`src/rtl/serial_add_sub_ctrl_pkg.sv`:
```
`default_nettype none
// ============================================================================
// Module   : serial_add_sub_ctrl_pkg
// Brief    : Shared types and constants for the nibble-serial add/sub sequencer.
// Revision : 1.0 - initial release
// ============================================================================
package serial_add_sub_ctrl_pkg;

    localparam int NIBBLE_W = 4;

    typedef enum logic [1:0] {
        ST_IDLE = 2'd0,
        ST_RUN  = 2'd1,
        ST_DONE = 2'd2
    } state_e;

    function automatic int clog2(input int n);
        int r;
        r = 0;
        while ((1 << r) < n) begin
            r = r + 1;
        end
        return r;
    endfunction

endpackage
`default_nettype wire

```
`src/rtl/serial_add_sub_ctrl_add_sub_4b.sv`:
```
`default_nettype none
// ============================================================================
// Module   : add_sub_4b
// Brief    : 4-bit adder stage; Y is XORed with Cin internally before the add.
// Revision : 1.0 - initial release
// ============================================================================
module add_sub_4b
    import serial_add_sub_ctrl_pkg::*;
(
    input  logic [NIBBLE_W-1:0] a,
    input  logic [NIBBLE_W-1:0] y,
    input  logic                cin,
    output logic [NIBBLE_W-1:0] s,
    output logic                co
);

    logic [NIBBLE_W:0] sum;

    always_comb begin
        sum = {1'b0, a} + {1'b0, y ^ {NIBBLE_W{cin}}} + {{NIBBLE_W{1'b0}}, cin};
        s   = sum[NIBBLE_W-1:0];
        co  = sum[NIBBLE_W];
    end

endmodule
`default_nettype wire

```
`src/rtl/serial_add_sub_ctrl.sv`:
```
`default_nettype none
// ============================================================================
// Module   : serial_add_sub_ctrl
// Brief    : NIBBLES x 4-bit add/sub sequenced LSB nibble first through one stage.
//            Define SERIAL_ADDSUB_FLAGS_EN to add the zero/ovf result flags.
// Revision : 1.0 - initial release
// ============================================================================
module serial_add_sub_ctrl
    import serial_add_sub_ctrl_pkg::*;
#(
    parameter int NIBBLES = 4
) (
    input  logic                          clk,
    input  logic                          rst_n,
    input  logic                          start,
    input  logic                          sub,
    input  logic [NIBBLE_W*NIBBLES-1:0]   op_a,
    input  logic [NIBBLE_W*NIBBLES-1:0]   op_b,
    output logic                          busy,
    output logic                          done,
    output logic [NIBBLE_W*NIBBLES-1:0]   result,
    output logic                          cout
`ifdef SERIAL_ADDSUB_FLAGS_EN
    ,
    output logic                          zero,
    output logic                          ovf
`endif
);

    localparam int W     = NIBBLE_W * NIBBLES;
    localparam int IDX_W = clog2(NIBBLES);

    state_e              state_q, state_d;
    logic [IDX_W-1:0]    idx_q, idx_d;
    logic                c_q, c_d;
    logic                sub_q, sub_d;
    logic [W-1:0]        a_q, a_d;
    logic [W-1:0]        b_q, b_d;
    logic [W-1:0]        result_q, result_d;
    logic                cout_q, cout_d;
    logic                busy_q, busy_d;
    logic                done_q, done_d;
`ifdef SERIAL_ADDSUB_FLAGS_EN
    logic                zero_q, zero_d;
    logic                ovf_q, ovf_d;
`endif

    logic [NIBBLE_W-1:0] stage_a;
    logic [NIBBLE_W-1:0] stage_y;
    logic [NIBBLE_W-1:0] stage_s;
    logic                stage_co;

    // The extra ^c cancels the stage's internal Cin XOR, leaving b ^ sub as effective B.
    always_comb begin
        stage_a = a_q[int'(idx_q)*NIBBLE_W +: NIBBLE_W];
        stage_y = b_q[int'(idx_q)*NIBBLE_W +: NIBBLE_W] ^ {NIBBLE_W{sub_q}} ^ {NIBBLE_W{c_q}};
    end

    add_sub_4b u_stage (
        .a   (stage_a),
        .y   (stage_y),
        .cin (c_q),
        .s   (stage_s),
        .co  (stage_co)
    );

    always_comb begin
        state_d  = state_q;
        idx_d    = idx_q;
        c_d      = c_q;
        sub_d    = sub_q;
        a_d      = a_q;
        b_d      = b_q;
        result_d = result_q;
        cout_d   = cout_q;
`ifdef SERIAL_ADDSUB_FLAGS_EN
        zero_d   = zero_q;
        ovf_d    = ovf_q;
`endif
        unique case (state_q)
            ST_RUN: begin
                result_d[int'(idx_q)*NIBBLE_W +: NIBBLE_W] = stage_s;
                c_d = stage_co;
                if (idx_q == IDX_W'(NIBBLES - 1)) begin
                    state_d = ST_DONE;
                    cout_d  = stage_co;
`ifdef SERIAL_ADDSUB_FLAGS_EN
                    zero_d  = (result_d == '0);
                    ovf_d   = (a_q[W-1] == (b_q[W-1] ^ sub_q)) && (stage_s[NIBBLE_W-1] != a_q[W-1]);
`endif
                end else begin
                    idx_d = idx_q + IDX_W'(1);
                end
            end
            ST_IDLE, ST_DONE: begin
                if (start) begin
                    state_d = ST_RUN;
                    a_d     = op_a;
                    b_d     = op_b;
                    sub_d   = sub;
                    idx_d   = '0;
                    c_d     = sub;
                end else begin
                    state_d = ST_IDLE;
                end
            end
            default: state_d = ST_IDLE;
        endcase
        busy_d = (state_d == ST_RUN);
        done_d = (state_d == ST_DONE);
    end

    always_ff @(posedge clk or negedge rst_n) begin
        if (!rst_n) begin
            state_q  <= ST_IDLE;
            idx_q    <= '0;
            c_q      <= 1'b0;
            sub_q    <= 1'b0;
            a_q      <= '0;
            b_q      <= '0;
            result_q <= '0;
            cout_q   <= 1'b0;
            busy_q   <= 1'b0;
            done_q   <= 1'b0;
`ifdef SERIAL_ADDSUB_FLAGS_EN
            zero_q   <= 1'b0;
            ovf_q    <= 1'b0;
`endif
        end else begin
            state_q  <= state_d;
            idx_q    <= idx_d;
            c_q      <= c_d;
            sub_q    <= sub_d;
            a_q      <= a_d;
            b_q      <= b_d;
            result_q <= result_d;
            cout_q   <= cout_d;
            busy_q   <= busy_d;
            done_q   <= done_d;
`ifdef SERIAL_ADDSUB_FLAGS_EN
            zero_q   <= zero_d;
            ovf_q    <= ovf_d;
`endif
        end
    end

    assign busy   = busy_q;
    assign done   = done_q;
    assign result = result_q;
    assign cout   = cout_q;
`ifdef SERIAL_ADDSUB_FLAGS_EN
    assign zero   = zero_q;
    assign ovf    = ovf_q;
`endif

endmodule
`default_nettype wire

```
`config.mk`:
```
export PLATFORM = sky130hd
export DESIGN_NAME = serial_add_sub_ctrl
export DESIGN_NICKNAME = d
export VERILOG_FILES = /design/src/rtl/serial_add_sub_ctrl_pkg.sv /design/src/rtl/serial_add_sub_ctrl_add_sub_4b.sv /design/src/rtl/serial_add_sub_ctrl.sv
export SDC_FILE = /design/constraint.sdc
export NUM_CORES = 1
export LEC_CHECK = 0
export ABC_AREA = 1
export CAP_MARGIN = 20
export CELL_PAD_IN_SITES_DETAIL_PLACEMENT = 0
export CELL_PAD_IN_SITES_GLOBAL_PLACEMENT = 2
export CORE_UTILIZATION = 33
export CTS_CLUSTER_DIAMETER = 30
export DETAILED_ROUTE_END_ITERATION = 7
export PLACE_DENSITY = 0.82
export SYNTH_ARGS = -nofsm -noshare
export SYNTH_HDL_FRONTEND = slang
export SYNTH_SLANG_ARGS = --single-unit
```
`constraint.sdc`:
```
create_clock -name clk -period 6.4 [get_ports clk]
set_clock_uncertainty 0.05 [all_clocks]
set_input_delay 0.96 -clock clk [delete_from_list [all_inputs] [get_ports clk]]
set_output_delay 0.96 -clock clk [all_outputs]
set_load 0.005 [all_outputs]
```
Word level (Yosys, flattened, before mapping)
Index checks and enable logic that the tools add are counted.
Widths: inputs -> output; s select.
Word-level totals
  flip-flop bits (word level): 57
  output and inout port bits: 19
  logic and storage cells: 44
Operators by class
  add/subtract/negate cells: 4
  equality and inequality tests: 7
  shift operators: 4
  mux-type cells: 9
  bitwise operators: 3
  reductions and logical operators: 7
Operators with widths (count)
  $neg 4->33: 1
  $shift 4x33->16 const A: 1
  $shiftx 4x33->16: 1
  $shiftx 16x5->4: 2
  $bwmux 16: 1
  $xor 4x4->4: 3
  $pmux 2 s2: 2
  $eq 2x2->1 const B: 3
  $mux 2: 3
  $reduce_and 2->1: 3
  $add 4x4->5: 1
  $add 5x1->5: 1
  $eq 2x1->1 const B: 2
  $ne 2x2->1 const B: 2
  $reduce_and 3->1: 1
  $add 2x1->2 const B: 1
  $logic_not 2->1: 1
  $mux 1: 2
  $pmux 1 s2: 1
  $reduce_bool 2->1: 1
  $reduce_or 2->1: 1

Longest topological paths before layout
  word-level depth: 8
  depth in mapped cells: 14

Cells and area by module
Synthesis repeated with hierarchy kept, for this count alone.
Second synthesis, totals
  cell total of the unflattened synthesis: 355
  area total of the unflattened synthesis: 2831.5 um2
By module, submodules not included
  serial_add_sub_ctrl: times used 1, cells an instance 331, area an instance 2661.3 um2, seq. area each 1426.4 um2
  add_sub_4b: times used 1, cells an instance 24, area an instance 170.2 um2, seq. area each 0.0 um2

Worst setup path before layout
OpenSTA, ideal clock, no wires.
  path kind: register to register
  from: register idx_q[0]
  to: register cout_q, in the netlist cout
  arrival time: 2.010 ns
  data required time: 6.225 ns
  slack: 4.215 ns
  cell stages (with the launch flop): 10
  cell sequence: dfrtp_1 -> buf_6 -> buf_2 -> o21ai_0 -> o22ai_1 -> xor2_1 -> fa_1 -> a21oi_1 -> o21bai_1 -> mux2_2
On the way
  word-level cells in the longest chain between the ends: 6
  elaborated cells on any way between the ends: 9
RTL lines
  start: declaration: line serial_add_sub_ctrl.sv:34  | logic [IDX_W-1:0] idx_q, idx_d;
  start signal: assignment: line serial_add_sub_ctrl.sv:131  | idx_q <= idx_d;
  $shiftx 16x5->4: line serial_add_sub_ctrl.sv:56  | stage_y = b_q[int'(idx_q)*NIBBLE_W +: NIBBLE_W] ^ {NIBBLE_W{sub_q}} ^ {NIBBLE_W{c_q}};
  $xor 4x4->4 (2 in series): line serial_add_sub_ctrl.sv:56
  $xor 4x4->4: line serial_add_sub_ctrl_add_sub_4b.sv:20  | sum = {1'b0, a} + {1'b0, y ^ {NIBBLE_W{cin}}} + {{NIBBLE_W{1'b0}}, cin};
  $add 4x4->5: line serial_add_sub_ctrl_add_sub_4b.sv:20
  $add 5x1->5: line serial_add_sub_ctrl_add_sub_4b.sv:20
  end signal: assignment: line serial_add_sub_ctrl.sv:137  | cout_q <= cout_d;
  end: declaration: line serial_add_sub_ctrl.sv:40  | logic cout_q, cout_d;
Parallel ways exist; a longest one is shown, timed or not.
A chain may end at the register's enable or synchronous reset.

Worst setup path after layout
  from: register idx_q[0]
  to: register result_q[6], in the netlist result[6]
On the way
  word-level cells in the longest chain between the ends: 8
  elaborated cells on any way between the ends: 11
RTL lines
  $shiftx 16x5->4: line serial_add_sub_ctrl.sv:56
  $xor 4x4->4 (2 in series): line serial_add_sub_ctrl.sv:56
  $xor 4x4->4: line serial_add_sub_ctrl_add_sub_4b.sv:20
  $add 4x4->5: line serial_add_sub_ctrl_add_sub_4b.sv:20
  $add 5x1->5: line serial_add_sub_ctrl_add_sub_4b.sv:20
  $shiftx 4x33->16: line serial_add_sub_ctrl.sv:82  | result_d[int'(idx_q)*NIBBLE_W +: NIBBLE_W] = stage_s;
  $bwmux 16 *: line serial_add_sub_ctrl.sv:82
  end signal: assignment: line serial_add_sub_ctrl.sv:136  | result_q <= result_d;
  end: declaration: line serial_add_sub_ctrl.sv:39  | logic [W-1:0] result_q, result_d;
Every way passes the cells marked *; elsewhere a longest branch is shown, timed or not.

==> flow_summary.ini <==
[outcome]
status = complete, no violations

[clock_tree]
cts_setup_buffers = 0
cts-hold-fix-buffers = 0
clk_latency_ns = 0.35
clock-sinks = 57
root_buffer = clkbuf_8
numCtsBuffers = 9
cts_tree = done
htreeDepth = 3
post_cts_resized = 0
clk_pin_slew_ns = 0.06
cts_buffer_depth = 2

[synthesis]
synth-simple-area-share = 0.274
synth_top_cells_by_count = nand2_1, dfrtp_1, o21ai_0
synth_fp_nets = 365
yosysTopAreaCell = dfrtp_1
post-synth-top-count-cell = nand2_1
ys_seq_area_frac = 0.521
synth_flop_cell = dfrtp_1
yosys-top-cells-area = dfrtp_1, nand2_1, ha_1, o21ai_0, nor2_1
synth_edf_count = 0
synth_fa_ha_area_frac = 0.0484
netlist_instances = 319
yosysTopAreaCellShare = 0.521
avgSynthCellArea_um2 = 8.58
muxShareOfSynthArea = 0.00411
synth_xor_xnor_area_share = 0.0128
synth_top_family_by_area = simple AND/OR/NAND/NOR gates
ys_warn_count = 0
ys_types = 31
yosys_register_bits = 57
synth_compound_area_frac = 0.0905
syn_area_mm2 = 0.00274
ys_async_sr_fraction = 1.00

[routing]
wl_per_cell_um = 13.0
route.detailed.drc = 0
drt_iter0_markers = 57
ant_nets = 0
first_pass_iters = 4
dr_total_vias = 2249
via_per_inst = 4.68
finalWirelength_um = 6280

[sta]
max_freq_mhz = 340
finalSetupViolCount = 0
setup_slack_ns = 3.46
relSlewSlack = 0.335
grt_setup_unrepaired = no
hold_viol_final = 0
finalSetupTns_ns = 0
hold_slack_ns = 0.422
maxSlewViolCount = 0
worstMarginPinSlew_ns = 0.997
post-route-min-period_ns = 2.94
finalCritPeriodShare = 0.460

[die]
die_area_mm2 = 0.00866
num_rows = 32
initial_core_util = 0.347
ios = 55
core_area_mm2 = 0.00789
die_width_um = 93.1
die_y_um = 93.1

[finish]
finalNetCount = 421
regArea_mm2 = 0.00143
stdcell_count = 481
diodes = 0
drive_gt1_frac = 0.0897
final_core_util = 0.451
nFillCells = 810
syn_to_final_growth_pct = 29.8
stdcell_area_mm2 = 0.00355
multi_input_area_mm2 = 0.00118

[global_route]
grt_use_met2 = 0.266
grt.busiest_layer = met2
grt_pass1_vias = 2357
grt_pass1_wl_um = 11100
grt_use_met1 = 0.219
use_met3 = 0.0447
antenna_found_initial = 0
grt.total_usage = 0.172
grt_max_degree = 58
grt-ovfl-total = 0

[placed_design]
place_inst = 466
io_buffers = 54
gp_congestion = 0.709
pre_cts_ws_ns = 3.27
dpl-instance-area_mm2 = 0.00336
hpwl_um = 4470

[setup_path]
endpoint_kind = flip-flop
critPathLaunch = idx_q[0]
r2r_start = idx_q[0]
cp-start-kind = flip-flop
required_ns = 6.61
cp.arrival_ns = 3.16
cp_max_fo = 29
path_class = flip-flop to flip-flop

[power_and_ir_drop]
irDropWorstVdd_uv = 188
p_per_area_mw_per_mm2 = 553
p_leak_nw = 1.75
finalPower_mw = 1.96

[hold_path]
worstHoldStart = a_q[11]
hold_class = flip-flop to flip-flop

[run]
maxCapViolations = 0
layer usage:
layer / share of wire / up-vias
li1: - / 1134
met1: 0.49 / 1066
met2: 0.45 / 38
met3: 0.035 / 11
met4: 0.026 / 0
met5: 0 / -
cells in the final DEF (no fill, tap or decap), drive strengths merged:
master,n
ha,9
xor2,4
a21boi,1
o31ai,3
nand2,142
nor3,1
fa,1
clkdlybuf4s50,53
nand3,15
bufinv,1
nand4,2
clkinv,3
o22ai,7
inv,15
a21oi,3
buf,4
nor2,18
clkbuf,12
a22o,3
mux2,1
o21ai,21
o21bai,1
a32o,1
nor4,1
dfrtp,57
cell type report:
cell class / instances / share of cell area
clock buffer: 12 / 0.0437
clock inverter: 3 / 0.0113
inverter: 16 / 0.0197
multi-input combinational: 234 / 0.331
sequential: 57 / 0.401
tap: 102 / 0.0359
timing repair buffer: 57 / 0.157
power by group:
part	leakage, nW	internal (mW)	switching (mW)
combinational	0.923	0.396	0.584
sequential	0.727	0.516	0.133
clock	0.102	0.197	0.140
total	1.75	1.11	0.856
cell families after synthesis:
| group | count (synthesis) |
|---|---|
| AO/OA/AOI/OAI | 40 |
| XOR/XNOR | 4 |
| adder cells (fa/ha/maj) | 10 |
| buffers and inverters | 28 |
| flip-flops | 57 |
| multiplexers | 1 |
| AND/OR/NAND/NOR | 179 |
worst paths after layout:
kind	slack, ns	depth (start not counted)	to
worst max-delay path	3.46	12	result[6]
max in group asynchronous	5.14	2	result[12]
worst max register to register	3.46	12	result[6]
worst min-delay path	0.42	2	a_q[11]
worst min register to register	0.42	2	a_q[11]
min in group asynchronous	0.69	2	b_q[0]
sequential cells by signal (all words and copies together) (netlist names):
| name | count |
|---|---|
| cout | 1 |
| state_q | 2 |
| result | 16 |
| b_q | 16 |
| done | 1 |
| idx_q | 2 |
| a_q | 16 |
| c_q | 1 |
| busy | 1 |
| sub_q | 1 |
critical path, stage by stage, from the launching register on:
cell and delay, ns:
dfrtp_1 1.00, inv_8 0.16, nand2_2 0.11, nand3_2 0.08, nand3_1 0.12, nand3_2 0.11
a21boi_0 0.16, fa_1 0.41, xor2_1 0.20, inv_1 0.07, nor2_1 0.12, nand2_1 0.08
o21ai_0 0.18
Note: power is estimated with default switching activity, not from simulation.
